`config.mk`:
```
export PLATFORM = sky130hd
export DESIGN_NAME = mix_tree_valve_sequencer
export DESIGN_NICKNAME = d
export VERILOG_FILES = /design/src/rtl/mix_tree_valve_sequencer.sv
export SDC_FILE = /design/constraint.sdc
export NUM_CORES = 1
export LEC_CHECK = 0
export CORE_MARGIN = 8
export CORE_UTILIZATION = 50
export CTS_CLUSTER_DIAMETER = 60
export CTS_CLUSTER_SIZE = 30
export DETAILED_ROUTE_END_ITERATION = 10
export PLACE_DENSITY = 0.76
export SYNTH_ARGS = -nofsm -noshare
export SYNTH_HDL_FRONTEND = slang
export SYNTH_SLANG_ARGS = --single-unit
```
`constraint.sdc`:
```
create_clock -name clk -period 8.4 [get_ports clk]
set_input_delay 2.52 -clock clk [delete_from_list [all_inputs] [get_ports clk]]
set_output_delay 2.52 -clock clk [all_outputs]
set_load 0.01 [all_outputs]
```
`src/rtl/mix_tree_valve_sequencer.sv`:
```
// ---------------------------------------------------------------------------
// mix_tree_valve_sequencer
//
// Sequences one dispensing run through a 32:1 mixing tree: fill selected
// inlets one at a time, enable each mixer level from the leaves to the root,
// drain the outlet, then pulse done.
//
// Optional feature macro: MIXSEQ_ABORT_EN
//   defined   -> abort=1 in FILL/MIX/DRAIN returns to IDLE on the next edge
//                without a done pulse.
//   undefined -> abort is accepted on the port but has no effect.
//
// Ports
//   clk         in   sole clock, rising edge
//   rst         in   asynchronous active-high reset
//   start       in   run request, sampled only while ready=1
//   inlet_mask  in   [31:0] inlet i is dispensed when bit i is set
//   abort       in   cancel current run (MIXSEQ_ABORT_EN only)
//   ready       out  high in IDLE only
//   valve_open  out  [31:0] inlet valve drives, at most one bit high
//   mix_en      out  [4:0] mixer level enables, bit 4 = leaves, bit 0 = root
//   out_valve   out  outlet valve drive
//   done        out  one-cycle pulse at run completion
// ---------------------------------------------------------------------------
module mix_tree_valve_sequencer #(
  parameter int FILL_CYCLES  = 4,
  parameter int MIX_CYCLES   = 8,
  parameter int DRAIN_CYCLES = 4
) (
  input  logic        clk,
  input  logic        rst,
  input  logic        start,
  input  logic [31:0] inlet_mask,
  input  logic        abort,
  output logic        ready,
  output logic [31:0] valve_open,
  output logic [4:0]  mix_en,
  output logic        out_valve,
  output logic        done
);

  typedef enum logic [2:0] {
    S_IDLE  = 3'd0,
    S_FILL  = 3'd1,
    S_MIX   = 3'd2,
    S_DRAIN = 3'd3,
    S_DONE  = 3'd4
  } state_t;

  localparam logic [7:0] FILL_LAST  = 8'(FILL_CYCLES - 1);
  localparam logic [7:0] MIX_LAST   = 8'(MIX_CYCLES - 1);
  localparam logic [7:0] DRAIN_LAST = 8'(DRAIN_CYCLES - 1);

  state_t      state_q, state_d;
  logic [4:0]  idx_q, idx_d;     // inlet index being visited in FILL
  logic [7:0]  cnt_q, cnt_d;     // cycles already spent in current slot
  logic [2:0]  lvl_q, lvl_d;     // mixer level, 4 = leaves down to 0 = root
  logic [31:0] mask_q, mask_d;

  logic        ready_q, ready_d;
  logic [31:0] valve_q, valve_d;
  logic [4:0]  mix_q, mix_d;
  logic        outv_q, outv_d;
  logic        done_q, done_d;

  logic        abort_hit;
  logic [7:0]  slot_last;

`ifdef MIXSEQ_ABORT_EN
  assign abort_hit = abort &&
                     ((state_q == S_FILL) || (state_q == S_MIX) || (state_q == S_DRAIN));
`else
  logic abort_unused;
  assign abort_unused = abort;
  assign abort_hit    = 1'b0;
`endif

  // A clear inlet still costs one skip cycle so the slot timing stays fixed.
  assign slot_last = mask_q[idx_q] ? FILL_LAST : 8'd0;

  always_comb begin
    state_d = state_q;
    idx_d   = idx_q;
    cnt_d   = cnt_q;
    lvl_d   = lvl_q;
    mask_d  = mask_q;

    case (state_q)
      S_IDLE: begin
        if (start) begin
          state_d = S_FILL;
          idx_d   = 5'd0;
          cnt_d   = 8'd0;
          mask_d  = inlet_mask;
        end
      end
      S_FILL: begin
        if (cnt_q == slot_last) begin
          cnt_d = 8'd0;
          if (idx_q == 5'd31) begin
            state_d = S_MIX;
            lvl_d   = 3'd4;
          end else begin
            idx_d = idx_q + 5'd1;
          end
        end else begin
          cnt_d = cnt_q + 8'd1;
        end
      end
      S_MIX: begin
        if (cnt_q == MIX_LAST) begin
          cnt_d = 8'd0;
          if (lvl_q == 3'd0) begin
            state_d = S_DRAIN;
          end else begin
            lvl_d = lvl_q - 3'd1;
          end
        end else begin
          cnt_d = cnt_q + 8'd1;
        end
      end
      S_DRAIN: begin
        if (cnt_q == DRAIN_LAST) begin
          cnt_d   = 8'd0;
          state_d = S_DONE;
        end else begin
          cnt_d = cnt_q + 8'd1;
        end
      end
      S_DONE: begin
        state_d = S_IDLE;
      end
      default: begin
        state_d = S_IDLE;
      end
    endcase

    if (abort_hit) begin
      state_d = S_IDLE;
      idx_d   = 5'd0;
      cnt_d   = 8'd0;
      lvl_d   = 3'd0;
    end

    // Outputs are decoded from the next state so they can be registered
    // without adding a cycle of latency.
    ready_d   = (state_d == S_IDLE);
    valve_d   = ((state_d == S_FILL) && mask_d[idx_d]) ? (32'd1 << idx_d) : 32'd0;
    mix_d     = (state_d == S_MIX) ? (5'd1 << lvl_d) : 5'd0;
    outv_d    = (state_d == S_DRAIN);
    done_d    = (state_d == S_DONE);
  end

  always_ff @(posedge clk or posedge rst) begin
    if (rst) begin
      state_q <= S_IDLE;
      idx_q   <= 5'd0;
      cnt_q   <= 8'd0;
      lvl_q   <= 3'd0;
      mask_q  <= 32'd0;
      ready_q <= 1'b1;
      valve_q <= 32'd0;
      mix_q   <= 5'd0;
      outv_q  <= 1'b0;
      done_q  <= 1'b0;
    end else begin
      state_q <= state_d;
      idx_q   <= idx_d;
      cnt_q   <= cnt_d;
      lvl_q   <= lvl_d;
      mask_q  <= mask_d;
      ready_q <= ready_d;
      valve_q <= valve_d;
      mix_q   <= mix_d;
      outv_q  <= outv_d;
      done_q  <= done_d;
    end
  end

  assign ready      = ready_q;
  assign valve_open = valve_q;
  assign mix_en     = mix_q;
  assign out_valve  = outv_q;
  assign done       = done_q;

endmodule

```
==> flow_metrics.env <==
export IMPL_critPathCapture="valve_open[10]$_DFF_PP0_"
export IMPL_gp_congestion=0.885
export IMPL_antenna_found_initial=0
export IMPL_drc=0
export IMPL_ir_drop_mv=0.178
export IMPL_drv_slew=0
export IMPL_routed_wl_um=10700
export IMPL_ys_types=62
export IMPL_die_h_um=109
export IMPL_finClkSkew_ns=0.0102
export IMPL_ff2ff_setup_slack_ns=4.87
export IMPL_cts_hold_fix_buffers=0
export IMPL_status="completed"
export IMPL_syn_num_nets=497
export IMPL_r2r_end="valve_open[7]$_DFF_PP0_"
export IMPL_synthArstFlopShare_pct=100
export IMPL_via_per_inst=5.59
export IMPL_p_int_mw=1.08
export IMPL_final_common_cell="nand2_1"
export IMPL_grt_max_degree=92
export IMPL_die_w_um=109
export IMPL_tightest_slew_ns=1.16
export IMPL_drt_iter0_markers=127
export IMPL_diodes=0
export IMPL_grt_util_met1_pct=23.9
export IMPL_clkPwrFrac_pct=19.9
export IMPL_hold_path_class="reg2reg"
export IMPL_period_minus_slack_ns=4.83
export IMPL_grt_total_usage_pct=19.0
export IMPL_clk_latency_ns=0.37
export IMPL_worstSetupPathType="in2reg"
export IMPL_postLayoutCellArea_um2=5410
export IMPL_netlist_area_um2=4340
export IMPL_dr_pass1_iters=4
export IMPL_crit_fanout=10
export IMPL_p_comb_share_pct=45.6
export IMPL_busiest_layer="met2"
export IMPL_synth_simple_area_share_pct=29.1
export IMPL_arrival_ns=5.11
export IMPL_grt_pass1_wl_um=17800
export IMPL_synthMuxAreaShare_pct=4.76
export IMPL_rr_worst_depth=10
export IMPL_area_growth_pct=24.6
export IMPL_setup_viol=0
export IMPL_cts_resized=0
export IMPL_coreArea_um2=8550
export IMPL_drtAntennaViolNets=0
export IMPL_syn_avg_cell_area_um2=9.50
export IMPL_p_per_area_nw_per_um2=345
export IMPL_port_buffers=74
export IMPL_fmax_ghz=0.207
export IMPL_synth_compound_area_share_pct=9.48
export IMPL_p_sw_share_pct=42.3
export IMPL_initial_core_util_pct=50.8
export IMPL_filler_cell_count=695
export IMPL_max_slew_margin_pct=22.7
export IMPL_synth_flop_cell="dfrtp_1"
export IMPL_synth_edf_count=0
export IMPL_layout_common_cells="nand2_1 (143), dfrtp_1 (90), clkdlybuf4s50_1 (74), nor3_1 (27), mux2i_1 (18)"
export IMPL_synth_top_family_by_area="simple AND/OR/NAND/NOR gates"
export IMPL_cts_buffer_depth=2
export IMPL_rsz0062_at_grt="false"
export IMPL_dieArea_um2=11900
export IMPL_pwr_share_seq_pct=34.5
export IMPL_synth_warnings=0
export IMPL_grt_use_met2_pct=31.2
export IMPL_p_switching_mw=0.789
export IMPL_synth_seq_area_share_pct=52.5
export IMPL_rows=34
export IMPL_drt_wirelength_per_cell_um=16.8
export IMPL_yosys_area_share_xor_xnor_pct=0.404
export IMPL_hold_violations=0
export IMPL_ys_ff_latch=91
export IMPL_htreeDepth=3
export IMPL_fin_nets=566
export IMPL_clock_sinks=91
export IMPL_syn_inst=457
export IMPL_cts_tree="built"
export IMPL_fin_crit_sh_pct=57.5
export IMPL_cts_root_buf="clkbuf_8"
export IMPL_p_total_mw=1.86
export IMPL_io_pins=76
export IMPL_cts_made_buffers=9
export IMPL_cts_setup_buffers=0
export IMPL_worstReg2RegStart="idx_q[0]$_DFF_PP0_"
export IMPL_use_met3_pct=4.61
export IMPL_clk_pin_slew_ns=0.10
export IMPL_vias=3569
export IMPL_cp_required_ns=8.68
export IMPL_crit_path_start="start"
export IMPL_maxCapViolCount=0
export IMPL_end_kind="register"
export IMPL_p_leak_nw=2.41
export IMPL_grt_overflow_total=0
export IMPL_cp_start_kind="input pin"
export IMPL_synth_fa_ha_area_share_pct=1.15
export IMPL_finalSetupTns_ns=0
export IMPL_dp_hpwl_um=7450
export IMPL_placed_area_um2=5160
export IMPL_grt_pass1_vias=3707
export IMPL_drive_above_1_share_pct=9.06
sequential cells by signal, summed over array words and instances, names as in the netlist, 3 cells and up:
signal      count
mask_q         32
valve_open     32
cnt_q           8
idx_q           5
mix_en          5
lvl_q           3
state_q         3
per-layer routing:
layer  share of wire, %  vias to the layer above
met5                  0                        -
met4                1.5                        0
met3                5.8                       14
met2                 50                       89
met1                 43                     1755
li1                   -                     1711
worst max-delay path: stages:
cell             delay, ns
clkdlybuf4s50_1       0.47
o21ai_0               0.66
nor2_1                0.14
a31oi_1               0.22
a21oi_1               0.07
mux2_4                0.36
or3_1                 0.46
nor3b_1               0.22
kinds of logic (layout without fill, tap and decap cells):
group | Yosys count | after routing
and+or+nand+nor | 262 | 262
DFF | 91 | 91
AOI/OAI and AO/OA | 53 | 53
buffers and inverters | 25 | 98
muxes | 20 | 20
adders and majority gates | 4 | 4
xor gates and xnor gates | 2 | 2
final cells by class:
cell class | instances | area, um2 | area share [%]
multi-input cells | 341 | 1960 | 36.2
well taps | 108 | 135 | 2.50
inverters | 5 | 20.0 | 0.370
clock buffers | 10 | 138 | 2.54
clock inverters | 5 | 110 | 2.04
flip-flops and latches | 91 | 2280 | 42.1
repair buffers | 78 | 771 | 14.2
through the flow:
stage | setup slack [ns] | std cells | hold slack [ns] | utilization (%)
final | 3.57 | 638 | 0.501 | 63.3
after global routing | 3.43 | 638 | 0.524 | 63.3
after floorplan | 3.52 | 457 | 0.456 | -
after detailed placement | 3.23 | 623 | 0.480 | 60.4
after global placement | 3.27 | 623 | 0.472 | 60.4
after CTS | 3.62 | 638 | 0.503 | 63.3
power by group through the flow:
stage	clock, mW	sequential (mW)	combinational (mW)
CTS	0.375	0.641	0.852
global placement	0	0.644	0.832
global route	0.395	0.660	0.941
floorplan	0	0.607	0.659
detailed placement	0	0.650	0.845
finish	0.371	0.643	0.850
Yosys cell counts (3+ instances only):
| library cell | instances | area (um2) |
|---|---|---|
| nand2_1 | 143 | 537 |
| dfrtp_1 | 90 | 2250 |
| nor3_1 | 27 | 135 |
| mux2i_1 | 18 | 180 |
| nand3_1 | 17 | 85.1 |
| clkbuf_1 | 15 | 56.3 |
| nor3b_1 | 15 | 113 |
| nor2_1 | 14 | 52.6 |
| a21oi_1 | 12 | 60.1 |
| o21ai_0 | 12 | 60.1 |
| nand2b_1 | 8 | 50.1 |
| and3_1 | 5 | 31.3 |
| a22oi_1 | 4 | 30.0 |
| ha_1 | 4 | 50.1 |
| nand4_1 | 4 | 25.0 |
| nor2b_1 | 4 | 25.0 |
| a31oi_1 | 3 | 18.8 |
| and2_1 | 3 | 18.8 |
| inv_1 | 3 | 11.3 |
| nand3b_1 | 3 | 22.5 |
how the worst min path moves through the flow:
stage,startpoint,endpoint,slack (ns),cells past startpoint
4_1_cts,mask_q[9]$_DFF_PP0_,mask_q[9]$_DFF_PP0_,0.50,2
2_1_floorplan,mask_q[4]$_DFF_PP0_,mask_q[4]$_DFF_PP0_,0.46,2
3_5_place_dp,mask_q[9]$_DFF_PP0_,mask_q[9]$_DFF_PP0_,0.48,2
6_report,mask_q[9]$_DFF_PP0_,mask_q[9]$_DFF_PP0_,0.50,2
5_1_grt,mask_q[9]$_DFF_PP0_,mask_q[9]$_DFF_PP0_,0.52,2
3_3_place_gp,mask_q[13]$_DFF_PP0_,mask_q[13]$_DFF_PP0_,0.47,2
(Power assumes the default switching activity.)
